## src/rtl/regfile_sb.sv

```systemverilog
// rtl/regfile_sb.sv - multi-read-port register file with write bypass and busy scoreboard
//
// Purpose: architectural register file for the pipelined datapath. One writeback
// port, NUM_RD combinational decode read ports, and a per-register busy
// scoreboard that stalls issue on RAW (source pending) or WAW (destination
// pending) hazards.
//
// Ports:
//   clk       in   rising-edge clock
//   reset     in   asynchronous active-high reset (registers and busy cleared)
//   RegWr     in   writeback write enable
//   Rw        in   writeback destination register
//   busW      in   writeback data
//   Ra        in   read addresses, port i at [i*ADDR_WIDTH +: ADDR_WIDTH]
//   busR      out  read data, port i at [i*DATA_WIDTH +: DATA_WIDTH]
//   rd_used   in   per-port flag: address is a real operand
//   issue_en  in   decode requests issue
//   issue_wr  in   issuing instruction writes a register
//   Rd_issue  in   issuing instruction's destination
//   stall     out  issue blocked this cycle (combinational)
//   busy      out  scoreboard, bit r = register r has a pending write

module regfile_sb #(
    parameter int DATA_WIDTH = 32,
    parameter int NUM_REGS   = 32,
    parameter int ADDR_WIDTH = 5,
    parameter int NUM_RD     = 2,
    parameter int ZERO_REG   = 1,
    parameter int BYPASS     = 1
) (
    input  logic                         clk,
    input  logic                         reset,
    input  logic                         RegWr,
    input  logic [ADDR_WIDTH-1:0]        Rw,
    input  logic [DATA_WIDTH-1:0]        busW,
    input  logic [NUM_RD*ADDR_WIDTH-1:0] Ra,
    output logic [NUM_RD*DATA_WIDTH-1:0] busR,
    input  logic [NUM_RD-1:0]            rd_used,
    input  logic                         issue_en,
    input  logic                         issue_wr,
    input  logic [ADDR_WIDTH-1:0]        Rd_issue,
    output logic                         stall,
    output logic [NUM_REGS-1:0]          busy
);

    logic [DATA_WIDTH-1:0] r_regs [NUM_REGS];
    logic [NUM_REGS-1:0]   r_busy;

    logic                  w_wr_en;
    logic [NUM_RD-1:0]     w_raw;
    logic                  w_waw;
    logic                  w_set_ok;
    logic [NUM_REGS-1:0]   w_set_mask;
    logic [NUM_REGS-1:0]   w_clr_mask;

    // A write to the hardwired zero register never lands and never forwards.
    assign w_wr_en = RegWr && !((ZERO_REG != 0) && (Rw == '0));

    for (genvar gi = 0; gi < NUM_RD; gi++) begin : g_rd
        logic [ADDR_WIDTH-1:0] w_ra;
        logic                  w_fwd;
        logic                  w_hit;

        assign w_ra  = Ra[gi*ADDR_WIDTH +: ADDR_WIDTH];
        assign w_hit = RegWr && (Rw == w_ra);
        assign w_fwd = (BYPASS != 0) && w_wr_en && (Rw == w_ra);

        assign busR[gi*DATA_WIDTH +: DATA_WIDTH] =
            w_fwd                               ? busW :
            ((ZERO_REG != 0) && (w_ra == '0))   ? '0   :
                                                  r_regs[w_ra];

        // Without bypass the arriving value is not visible until the next
        // edge, so a same-cycle writeback cannot resolve the hazard.
        assign w_raw[gi] = rd_used[gi] && r_busy[w_ra] && !((BYPASS != 0) && w_hit);
    end

    // A writeback landing this cycle retires the old producer, so a new
    // producer for the same register may issue alongside it.
    assign w_waw = issue_wr && r_busy[Rd_issue] && !(RegWr && (Rw == Rd_issue));

    assign stall = issue_en && ((|w_raw) || w_waw);

    assign w_set_ok   = issue_en && !stall && issue_wr &&
                        !((ZERO_REG != 0) && (Rd_issue == '0));
    assign w_set_mask = w_set_ok ? (NUM_REGS'(1) << Rd_issue) : '0;
    assign w_clr_mask = RegWr    ? (NUM_REGS'(1) << Rw)       : '0;

    assign busy = r_busy;

    always_ff @(posedge clk or posedge reset) begin
        if (reset) begin
            for (int r = 0; r < NUM_REGS; r++) begin
                r_regs[r] <= '0;
            end
        end else if (w_wr_en) begin
            r_regs[Rw] <= busW;
        end
    end

    // Set is applied after clear so a new producer keeps the register busy.
    always_ff @(posedge clk or posedge reset) begin
        if (reset) begin
            r_busy <= '0;
        end else begin
            r_busy <= (r_busy & ~w_clr_mask) | w_set_mask;
        end
    end

endmodule
```

## config.mk

```make
export PLATFORM = sky130hd
export DESIGN_NAME = regfile_sb
export DESIGN_NICKNAME = d
export VERILOG_FILES = /design/src/rtl/regfile_sb.sv
export SDC_FILE = /design/constraint.sdc
export NUM_CORES = 2
export LEC_CHECK = 0
export BUFFER_PORTS_ARGS = -buffer_cell sky130_fd_sc_hd__buf_4
export CAP_MARGIN = 20
export CORE_UTILIZATION = 55
export CTS_BUF_LIST = sky130_fd_sc_hd__clkbuf_8
export CTS_CLUSTER_SIZE = 10
export DETAILED_ROUTE_END_ITERATION = 7
export PLACE_DENSITY = 0.72
export RECOVER_POWER = 100
export SETUP_SLACK_MARGIN = 0.1
export SLEW_MARGIN = 10
export SYNTH_ARGS = -nofsm -noshare
export SYNTH_HDL_FRONTEND = slang
export SYNTH_SLANG_ARGS = --single-unit
```

## constraint.sdc

```tcl
create_clock -name clk -period 52.1 [get_ports clk]
set_clock_uncertainty 0.05 [all_clocks]
set_input_delay 5.21 -clock clk [delete_from_list [all_inputs] [get_ports clk]]
set_output_delay 5.21 -clock clk [all_outputs]
set_load 0.01 [all_outputs]
```

# Word-level counts from Yosys, hierarchy flattened

Index checks and enable logic that the tools add are counted.

Bits of input ports: 59
Word-level logic and storage cells: 101
Flip-flop bits (word level): 1056

Bitwise gates (word level): 6
Order comparisons: 7
Eq/ne operators: 3
Mux-type cells: 21
Shifts and indexed selects: 2
Reductions and logical operators: 29

Operators with widths:

| cell                 | number |
|---|---|
| $bwmux 1024          | 1 |
| $mux 32              | 11 |
| $bmux 32 s5          | 2 |
| $demux 32 s5         | 1 |
| $shl 1x5->32 const A | 2 |
| $and 32x32->32       | 1 |
| $not 32->32          | 1 |
| $or 32x32->32        | 1 |
| $logic_not 5->1      | 4 |
| $ge 6x6->1 const B   | 3 |
| $lt 5x6->1 const B   | 3 |
| $not 5->6            | 3 |
| $logic_and 1x1->1    | 17 |
| $bmux 1 s5           | 3 |
| $eq 5x5->1           | 3 |
| $logic_not 1->1      | 6 |
| $lt 6x1->1 const B   | 1 |
| $mux 1               | 3 |
| $reduce_or 2->1      | 1 |
| $logic_or 1x1->1     | 1 |

# Logic depth before layout (Yosys ltp)

Depth after elaboration: 13
Gate-level depth with buffers: 11

# Least setup slack after synthesis

OpenSTA, ideal clock, no wires.

Path kind: in2out
Start point: input Ra[0]
End point: output busR[9]
Stages on the path: 9
Arrival time: 7090 ps
Setup slack: 39750 ps
Path through: buf_4 buf_6 buf_2 buf_4 buf_1 mux4_2 a22oi_1 o211ai_1 a32o_1

Cells in the longest elaborated chain, start to end: 6

Ends and longest elaborated chain:

| element                                    | line | text |
|---|---|---|
| from (decl)                                | 36   | `input logic [NUM_RD*ADDR_WIDTH-1:0] Ra,` |
| $not 5->6 (not written as such)            | 71   | `r_regs[w_ra];` |
| $bmux 32 s5                                | 71   |  |
| $mux 32 (not written as such) (2 in a row) | 71   |  |
| $mux 32                                    | 70   | `((ZERO_REG != 0) && (w_ra == '0)) ? '0 :` |
| $mux 32 (*)                                | 69   | `w_fwd ? busW :` |
| to (decl)                                  | 37   | `output logic [NUM_RD*DATA_WIDTH-1:0] busR,` |

Every way passes the cells marked *; elsewhere a longest branch is shown, timed or not. The select of a mux whose other input is x is not followed.

# Worst setup path after layout

Start point: input Ra[0]
End point: output busR[27]

The elaborated chain is that of the path after synthesis.

==> results.md <==
- GRT met1 Usage: 44.4%
- Total chip power: 2.33 mW
- Layout cell share with drive strength beyond 1: 40.5%
- Crit Path Category: input pin to primary output
- RSZ-0062 raised after global routing: false
- Post-synthesis async set-or-reset flop share: 100%
- CTS clk-pin slew, worst paths: 60 ps
- Yosys reg bits: 1,056
- Synth area leaders: dfrtp_1 46%, mux2_2 19%, mux4_2 13%
- Setup TNS: 0 ps
- GR Util met2: 51.2%
- Largest net degree at the start of global routing: around 180
- Num CTS Buffers: between 150 and 200
- Setup Fix Bufs, Post-CTS: 0
- Share of total power in combinational logic: 20.9%
- Post-synth EDFFs: 0
- Clock Latency Late Sink: 850 ps
- TritonRoute pass-1 iters: 6
- DIE WIDTH: about 330 um
- PostCTS Resize Cnt: 0
- Failing checks: capacitance limit, slew limit
- Core region area: 104,000 um2
- Most frequent cell after synthesis: dfrtp_1
- Seq pwr share: 46.9%
- Normalized max-slew margin: -517%
- Final hold violation count: 0
- Tmin final: 26,560 ps
- Critical Path RT: around 47,000 ps
- Num rows: 118
- Leak: 27.0 nW
- Cells after synthesis: 4,169
- Starting Density: 55.7%
- Grt ovf: 0
- Synthesized area: between 50,000 and 60,000 um2
- Switching share of power: 28.8%
- Area Growth Syn to Fin: 7.66%
- H-tree levels: 4
- Yosys top cell by area: dfrtp_1
- Wire per inst: 30.9 um
- Routed WL: roughly 170,000 um
- Filler cell count: 8,292
- Clock net sink count: 1,056
- Ys Warns: 0
- Worst flop-to-flop path endpoint: busy[11]$_DFF_PP0_
- Final worst slack: 25,540 ps
- Final period util: 51.0%
- Clock Tree Buf Depth: 3
- Final HPWL DP: 91,600 um
- Maxcap violations: between 50 and 60
- CP endpoint kind: primary output
- Vias in the first global route: 40,616
- Synth unique cells: 55
- Drt initial violations: 4,088
- DR vias: 39,605
- CTS tree: done
- Synthesized area per cell: between 10 and 15 um2
- Multi-input gate area: around 29,000 um2
- Die Ht: 326 um
- Initial antenna violation count: 8
- Clock power share: 32.1%
- Worst Path Max Fanout: 122
- Total GRT Usage: between 30% and 40%
- GR peak layer: met2
- Hold-fix buffers, CTS: 0
- Reg area: roughly 26,000 um2
- Antenna Violating Nets Remaining: 0
- Top cell type's share of synthesized area: 45.7%
- Slew Viols, Final: 2,482
- Clock Tree Root: clkbuf_8
- Total die area: 106,000 um2
- Hold Crit Class: flop to flop
- I/O Pins: about 160
- CP startpoint kind: input pin
- Power Density: 37.4 nW/um2
- Top_reg_cell synth: dfrtp_1
- P_sw: 0.671 mW
- First-pass GRT wire length: 262,000 um
- Reg-to-reg slack, setup: 48,510 ps
- Setup-failing EPs final: 0
- Internal power: ~1.7 mW
- R2R depth: 6
- Pre-CTS setup slack: 36,740 ps
- Nets@finish: 4,164
- CP startpoint: Ra[0]
- Worst R2R Start: busy[28]$_DFF_PP0_
- # port buffers: 155
- Syn Nets: 4,228
- Top cells by count, synth: 1,056 x dfrtp_1, 993 x mux2_2, 425 x mux2i_1
- Worst slew pin tran: 9250 ps
- Critical Path Sink: busR[27]
- Crit path DAT: 21,300 ps
- Average vias per placed instance: 7.04
- Sequential element share of the synthesized area: a little under half
- M3 GR Usage: 6.66%
- F_max: about 38 MHz
- Gpl congestion: approximately 0.84
- Status: finished with violations
- DRC: 0
- Peak supply drop: 0.0249 mV
[worst min-delay path by stage]
stage                                   startpoint                       end  slack, ps  cells after the start
after floorplan           r_regs[1000]$_DFFE_PP0P_  r_regs[1000]$_DFFE_PP0P_        400                      1
after global placement     r_regs[994]$_DFFE_PP0P_   r_regs[994]$_DFFE_PP0P_        330                      0
after detailed placement  r_regs[1020]$_DFFE_PP0P_  r_regs[1020]$_DFFE_PP0P_        340                      0
after CTS                 r_regs[1022]$_DFFE_PP0P_  r_regs[1022]$_DFFE_PP0P_        350                      0
after global routing      r_regs[1013]$_DFFE_PP0P_  r_regs[1013]$_DFFE_PP0P_        360                      0
final                     r_regs[1012]$_DFFE_PP0P_  r_regs[1012]$_DFFE_PP0P_        350                      0
[placed cells by master (no fill, tap or decap), types with 91 or more instances in the layout]
master,synthesis,routed
mux2_2,993,993
dfrtp_1,1056,1056
clkbuf_1,264,138
mux4_2,338,338
a221oi_1,192,192
clkbuf_8,0,225
mux2i_1,425,425
o21ai_0,101,109
nor2_1,119,105
a22oi_1,94,94
buf_4,39,91
[area by class of cell]
type | count | area share (%)
multi-input combinational | 2626 | 46.9
clock buffer | 224 | 4.95
inverter | 9 | 0.0684
clock inverter | 94 | 0.816
antenna | 7 | 0.0281
timing repair buffer | 232 | 1.99
tap | 1380 | 2.77
sequential | 1056 | 42.5
[worst max-delay path: stages]
cell and delay (ps):
clkbuf_1 4480, clkbuf_1 6800, inv_1 890, a41oi_4 510
clkbuf_1 2490, a32o_1 650, clkbuf_1 190
[cell families after synthesis]
group / Yosys count / share of synthesized area, %
compound gates: 581 / 7.84
mux: 1761 / 40.1
xor+xnor: 15 / 0.227
simple gates: 269 / 2.10
flops: 1056 / 45.7
buf+inv: 487 / 4.02
[state kept, by name, summed over array words and instances, names as in the netlist]
register	cells
busy	32
r_regs	1024
[per-layer routing]
layer  part of all wire [%]  wire (um)  up-vias
met4                    5.1       8810        2
met3                    8.8      15200      545
li1                       -          -    16142
met2                     47      81100     2008
met5                 0.0057         10        -
met1                     40      68900    20908
[through the flow]
step	hold slack, ps	std cells	util, %	area (um2)
5_1_grt	355	5627	60.0	62200
3_3_place_gp	330	5300	57.1	59300
6_report	347	5628	60.0	62200
2_1_floorplan	395	4169	-	57800
3_5_place_dp	336	5303	57.2	59400
4_1_cts	350	5621	60.7	63000
[power by group through the flow]
| stage | Sequential (mW) | Clock, mW | Combinational, mW |
|---|---|---|---|
| 4_1_cts | 1.09 | 0.758 | 0.492 |
| 5_1_grt | 1.11 | 0.795 | 0.524 |
| 3_3_place_gp | 1.09 | 0 | 0.479 |
| 2_1_floorplan | 1.07 | 0 | 0.389 |
| 3_5_place_dp | 1.10 | 0 | 0.490 |
| 6_report | 1.09 | 0.748 | 0.488 |
(Power assumes the default switching activity.)
